`config.mk`:
```
export PLATFORM = sky130hd
export DESIGN_NAME = spi_frame_controller
export DESIGN_NICKNAME = d
export VERILOG_FILES = /design/src/rtl/spi_exp_pkg.sv /design/src/rtl/spi_addr_counter.sv /design/src/rtl/spi_frame_controller.sv
export SDC_FILE = /design/constraint.sdc
export NUM_CORES = 1
export LEC_CHECK = 0
export ABC_AREA = 1
export BUFFER_PORTS_ARGS = -buffer_cell sky130_fd_sc_hd__buf_4
export CELL_PAD_IN_SITES_DETAIL_PLACEMENT = 0
export CELL_PAD_IN_SITES_GLOBAL_PLACEMENT = 1
export CORE_ASPECT_RATIO = 1.5
export CORE_UTILIZATION = 37
export DETAILED_ROUTE_END_ITERATION = 8
export GPL_TIMING_DRIVEN = 0
export PLACE_DENSITY_LB_ADDON = 0.1
export SLEW_MARGIN = 20
export SYNTH_ARGS = -nofsm -noshare
export SYNTH_HDL_FRONTEND = slang
export SYNTH_SLANG_ARGS = --single-unit
export TNS_END_PERCENT = 50
```
`constraint.sdc`:
```
create_clock -name clk -period 2.5 [get_ports clk]
set_input_delay 0.25 -clock clk [delete_from_list [all_inputs] [get_ports clk]]
set_output_delay 0.25 -clock clk [all_outputs]
set_load 0.05 [all_outputs]
```
`src/rtl/spi_exp_pkg.sv`:
```
`timescale 1ns/1ps
`default_nettype none
// ============================================================================
// Package  : spi_exp_pkg
// Summary  : Shared constants, command-byte fields and FSM encoding for the
//            SPI IO-expander frame sequencer.
// Revision : 1.0 - initial release
// ============================================================================
package spi_exp_pkg;

  localparam int ADDR_W      = 4;
  localparam int DATA_W      = 8;

  localparam int CMD_RD_BIT  = 7;
  localparam int CMD_RSVD_HI = 6;
  localparam int CMD_RSVD_LO = 4;

  typedef logic [2:0] state_t;

  localparam state_t ST_IDLE    = 3'd0;
  localparam state_t ST_CMD     = 3'd1;
  localparam state_t ST_WR      = 3'd2;
  localparam state_t ST_RD_REQ  = 3'd3;
  localparam state_t ST_RD_WAIT = 3'd4;
  localparam state_t ST_RD_HOLD = 3'd5;
  localparam state_t ST_ERR     = 3'd6;

  function automatic logic cmd_rsvd_set(input logic [DATA_W-1:0] cmd);
    return |cmd[CMD_RSVD_HI:CMD_RSVD_LO];
  endfunction

endpackage
`default_nettype wire

```
`src/rtl/spi_addr_counter.sv`:
```
`timescale 1ns/1ps
`default_nettype none
// ============================================================================
// Module   : spi_addr_counter
// Summary  : Loadable register-address counter; increments wrap modulo 2^ADDR_W.
// Revision : 1.0 - initial release
// ============================================================================
module spi_addr_counter #(
  parameter int ADDR_W = spi_exp_pkg::ADDR_W
) (
  input  logic              clk,
  input  logic              rst,
  input  logic              load,
  input  logic [ADDR_W-1:0] load_val,
  input  logic              inc,
  output logic [ADDR_W-1:0] count
);

  always_ff @(posedge clk) begin
    if (rst) begin
      count <= '0;
    end else if (load) begin
      count <= load_val;
    end else if (inc) begin
      count <= count + ADDR_W'(1);
    end
  end

endmodule
`default_nettype wire

```
`src/rtl/spi_frame_controller.sv`:
```
`timescale 1ns/1ps
`default_nettype none
// ============================================================================
// Module   : spi_frame_controller
// Summary  : Decodes the SPI command byte and streams data bytes into or out
//            of the register file with an auto-incrementing address.
// Revision : 1.0 - initial release
// ============================================================================
module spi_frame_controller #(
  parameter int ADDR_W = spi_exp_pkg::ADDR_W,
  parameter int DATA_W = spi_exp_pkg::DATA_W
) (
  input  logic              clk,
  input  logic              rst,
  input  logic              cs_active,
  input  logic              rx_valid,
  input  logic [DATA_W-1:0] rx_data,
  output logic [ADDR_W-1:0] reg_addr,
  output logic              reg_we,
  output logic [DATA_W-1:0] reg_wdata,
  output logic              reg_re,
  input  logic [DATA_W-1:0] reg_rdata,
  output logic [DATA_W-1:0] tx_data,
  output logic              tx_load,
  output logic              busy,
  output logic              err
);

  import spi_exp_pkg::*;

  state_t            r_state;
  state_t            w_next_state;
  logic              r_cs_prev;
  logic              w_cs_rise;

  logic              r_we;
  logic [DATA_W-1:0] r_wdata;
  logic              r_re;
  logic [DATA_W-1:0] r_tx_data;
  logic              r_tx_load;
  logic              r_err;

  logic              w_we_nxt;
  logic              w_re_nxt;
  logic              w_load_nxt;
  logic              w_err_nxt;
  logic              w_addr_load;
  logic              w_addr_inc;
  logic [ADDR_W-1:0] w_addr;

  assign w_cs_rise = cs_active & ~r_cs_prev;

  spi_addr_counter #(
    .ADDR_W (ADDR_W)
  ) u_addr_counter (
    .clk      (clk),
    .rst      (rst),
    .load     (w_addr_load),
    .load_val (rx_data[ADDR_W-1:0]),
    .inc      (w_addr_inc),
    .count    (w_addr)
  );

  always_ff @(posedge clk) begin
    if (rst) begin
      r_state   <= ST_IDLE;
      r_cs_prev <= 1'b0;
    end else begin
      r_state   <= w_next_state;
      r_cs_prev <= cs_active;
    end
  end

  // A low chip-select overrides every state and any byte arriving with it.
  always_comb begin
    w_next_state = r_state;
    if (!cs_active) begin
      w_next_state = ST_IDLE;
    end else begin
      case (r_state)
        ST_IDLE:    if (w_cs_rise) w_next_state = ST_CMD;
        ST_CMD: begin
          if (rx_valid) begin
            if (cmd_rsvd_set(rx_data))   w_next_state = ST_ERR;
            else if (rx_data[CMD_RD_BIT]) w_next_state = ST_RD_REQ;
            else                          w_next_state = ST_WR;
          end
        end
        ST_WR:      w_next_state = ST_WR;
        ST_RD_REQ:  w_next_state = ST_RD_WAIT;
        ST_RD_WAIT: w_next_state = ST_RD_HOLD;
        ST_RD_HOLD: if (rx_valid) w_next_state = ST_RD_REQ;
        ST_ERR:     w_next_state = ST_ERR;
        default:    w_next_state = ST_IDLE;
      endcase
    end
  end

  // reg_re is raised on entry to RD_REQ, so reg_rdata is ready in RD_WAIT and
  // is captured into tx_data on the RD_WAIT edge. The write address advances
  // on the cycle the write strobe is presented.
  always_comb begin
    w_we_nxt    = 1'b0;
    w_re_nxt    = 1'b0;
    w_load_nxt  = 1'b0;
    w_addr_load = 1'b0;
    w_addr_inc  = r_we;
    w_err_nxt   = r_err;
    if (cs_active) begin
      case (r_state)
        ST_IDLE: if (w_cs_rise) w_err_nxt = 1'b0;
        ST_CMD: begin
          if (rx_valid) begin
            if (cmd_rsvd_set(rx_data)) begin
              w_err_nxt = 1'b1;
            end else begin
              w_addr_load = 1'b1;
              w_re_nxt    = rx_data[CMD_RD_BIT];
            end
          end
        end
        ST_WR:      w_we_nxt = rx_valid;
        ST_RD_REQ:  if (rx_valid) w_err_nxt = 1'b1;
        ST_RD_WAIT: begin
          w_load_nxt = 1'b1;
          w_addr_inc = 1'b1;
          if (rx_valid) w_err_nxt = 1'b1;
        end
        ST_RD_HOLD: w_re_nxt = rx_valid;
        default:    w_err_nxt = r_err;
      endcase
    end
  end

  always_ff @(posedge clk) begin
    if (rst) begin
      r_we      <= 1'b0;
      r_wdata   <= '0;
      r_re      <= 1'b0;
      r_tx_data <= '0;
      r_tx_load <= 1'b0;
      r_err     <= 1'b0;
    end else begin
      r_we      <= w_we_nxt;
      r_re      <= w_re_nxt;
      r_tx_load <= w_load_nxt;
      r_err     <= w_err_nxt;
      if (w_we_nxt)   r_wdata   <= rx_data;
      if (w_load_nxt) r_tx_data <= reg_rdata;
    end
  end

  assign reg_addr  = w_addr;
  assign reg_we    = r_we;
  assign reg_wdata = r_wdata;
  assign reg_re    = r_re;
  assign tx_data   = r_tx_data;
  assign tx_load   = r_tx_load;
  assign busy      = (r_state != ST_IDLE);
  assign err       = r_err;

endmodule
`default_nettype wire

```
==> summary.txt <==
Power
  • Worst vdd ir: 0.2902 mV
  • Pwr dens: 500.0 nW/µm²
  • P_leak: 0.8322 nW

Die
  • Die area: 3847 µm²
  • Width of the die: 50.98 µm
  • Row cnt: 26
  • Core Footprint: 3416 µm²
  • DIE HEIGHT: 75.47 µm
  • Initial Util: 38.97%
  • I/O pin total: 45

Route
  • Met2 Wirelength: 1.643 mm
  • DRT met1 WL: 1.237 mm
  • Final wirelength: 3.065 mm
  • Iteration-0 DRC Markers: 25
  • Detailed-route DRC error count: 0
  • DRT Pass-1 Iters: 4
  • Met3 wire len: 157 µm
  • Post-DR wirelength/cell: 11.48 µm
  • Vias: 1237
  • Via density per instance: 4.633
  • Max layer used: met4
  • Routed Antenna Nets: 0

Critical path
  • CP Max Fanout: 5
  • Critical path startpoint: r_state[0]
  • Startpoint Class: flop
  • CP endpoint kind: output port
  • FF-to-FF Start: r_state[0]
  • Critical Path AT: 1370 ps
  • Required @ worst endpoint: 2250 ps
  • Critical path class: flop to output port

Clock network
  • CTS tree: yes
  • Skew-Pair Late Insertion Delay: 270 ps
  • Hold buffer count at CTS: 0
  • CTS buffer count: 3
  • Post-CTS Repair Setup Buffers: 0
  • Root buffer cell: clkbuf_8
  • # H-tree levels: 1
  • Worst-path clk slew: 90 ps
  • # resized after CTS: 0
  • Clock Tree Buf Depth: 2
  • CTS sink cnt: 28

Yosys
  • Mux contribution to synthesized area: 0%
  • Mapped Cells: 178
  • Post-synth cell types: 24
  • Synth Area in Simple Gates: 28.67%
  • Syn Std Cell Area: 1331 µm²
  • Largest family of logic cells by synthesized area: simple AND/OR/NAND/NOR gates
  • Synth Area in Compound Gates: 14.47%
  • XOR/XNOR share of the synthesized area: 1.316%
  • Adder-Cell Fraction of Synth Area: 4.699%
  • Synth Warn #: 0
  • Avg Cell Area, Syn: 7.479 µm²
  • Syn Nets: 203
  • Seq cells post-synth: 28
  • Post-synthesis sequential area ratio: 42.11%

STA
  • RSZ-0062 raised after global routing: false
  • Hold Slack: 171.7 ps
  • Slew at the pin with the worst max-slew slack: 389.0 ps
  • Final Hold Viols: 0
  • Worst clock skew: 5.559 ps
  • Final Cycle Share: 65.00%
  • Final min period: 1625 ps
  • Final setup violation count: 0
  • TNS Setup: 0 ps
  • Rel. slew slack: 74.07%
  • Min setup slack post-route: 875.1 ps
  • Pins Over Slew Limit: 0
  • Max Clk Rate: 615.4 MHz

Cells and area
  • Filler Cells Inserted: 346
  • Area Overhead vs Synth: 31.86%
  • Area of the multi-input gates: 654.4 µm²
  • Final nets: 252
  • Layout cells sized above 1: 31.56%
  • Register Area: 560.5 µm²
  • Inserted Diodes: 0
  • Finished Cell Area: 1755 µm²

Place
  • Pre-CTS setup slack: 944.4 ps
  • IO buf count: 44
  • Final Wtd Congestion: 0.7793
  • Post-DP HPWL: 2.464 mm
  • Placement Cell Area: 1714 µm²

Hold path
  • Min-Delay Startpoint: rst
  • Hold Path Class: input pin to flop

Global route
  • Largest net degree at the start of global routing: 15
  • Total Routing Usage GR: 17.44%
  • First-pass GRT wire length: 5.112 mm
  • Gr ovfl total: 0
  • Vias in the first global route: 1218
  • Antenna violations before repair: 0

Job
  • Max cap viols: 0

Outcome
  • Status: finished, final reports clean
[state kept, by name, indices dropped and copies added (netlist names)]
register,cells
u_addr_counter.count,4
tx_load,1
reg_we,1
tx_data,8
reg_re,1
err,1
r_state,3
reg_wdata,8
r_cs_prev,1
[where the power goes]
part	internal [W]	switching [W]
sequential	0.000457	0.00000887
combinational	0.0000640	0.000106
clock	0.000108	0.000134
[logic make-up after synthesis]
group | Yosys count
simple gates | 76
buf+inv | 30
fa+ha+maj | 5
compound gates | 37
flops | 28
xor+xnor | 2
[layout by cell type, fill, tap and decap left out, types with 2 or more instances in the layout]
master,Yosys,final
a21oi_1,13,13
dfxtp_1,28,28
clkbuf_8,0,3
inv_1,21,21
nor2_1,26,26
nand2_1,26,26
inv_2,5,5
nand2_2,2,2
nand3_2,2,2
nor2_2,6,6
nand2_4,4,4
nand3_1,5,5
nand4_1,2,2
o21ai_1,5,5
o21ai_0,18,18
buf_4,0,44
xnor2_1,2,2
ha_1,5,5
[layer usage]
layer,vias up,track usage [%]
li1,655,-
met1,547,18.38
met2,33,34.36
met3,2,2.395
met4,0,6.481
met5,-,0
[worst max-delay path, cell delays in order (launching register included)]
cell and delay [ps]:
dfxtp_1 410, inv_1 100, ha_1 290, nand2_4 110, buf_4 190
[through the flow]
step / power [W] / utilization, % / std cells
3_5_place_dp: 0.0006479 / 50.18 / 264
2_1_floorplan: 0.0005887 / - / 178
4_1_cts: 0.0008902 / 51.39 / 267
3_3_place_gp: 0.0006459 / 50.18 / 264
6_report: 0.0008778 / 51.39 / 267
5_1_grt: 0.0009228 / 51.39 / 267
[final cells by class]
class,instances,area share (%)
multi-input combinational,120,37.28
sequential,28,31.93
timing repair buffer,44,18.82
inverter,27,5.916
tap,42,2.994
clock buffer,3,2.352
buffer,3,0.7128
[synth_stat cells, drive strengths merged]
| cell type | count | area [µm²] |
|---|---|---|
| a21oi | 13 | 65.06 |
| buf | 2 | 8.750 |
| clkbuf | 1 | 3.750 |
| dfxtp | 28 | 560.5 |
| ha | 5 | 62.56 |
| inv | 27 | 103.9 |
| nand2 | 32 | 155.1 |
| nand3 | 8 | 62.56 |
| nand4 | 2 | 12.51 |
| nor2 | 33 | 146.4 |
| nor3 | 1 | 5.000 |
| o21ai | 23 | 115.1 |
| o22ai | 1 | 12.51 |
| xnor2 | 2 | 17.52 |
[final timing paths]
kind	to	slack (ps)	cells after the start
max	busy	880	4
min	tx_load	170	2
max reg2reg	tx_data[2]	920	6
min reg2reg	tx_data[1]	460	2
(Power assumes the default switching activity.)
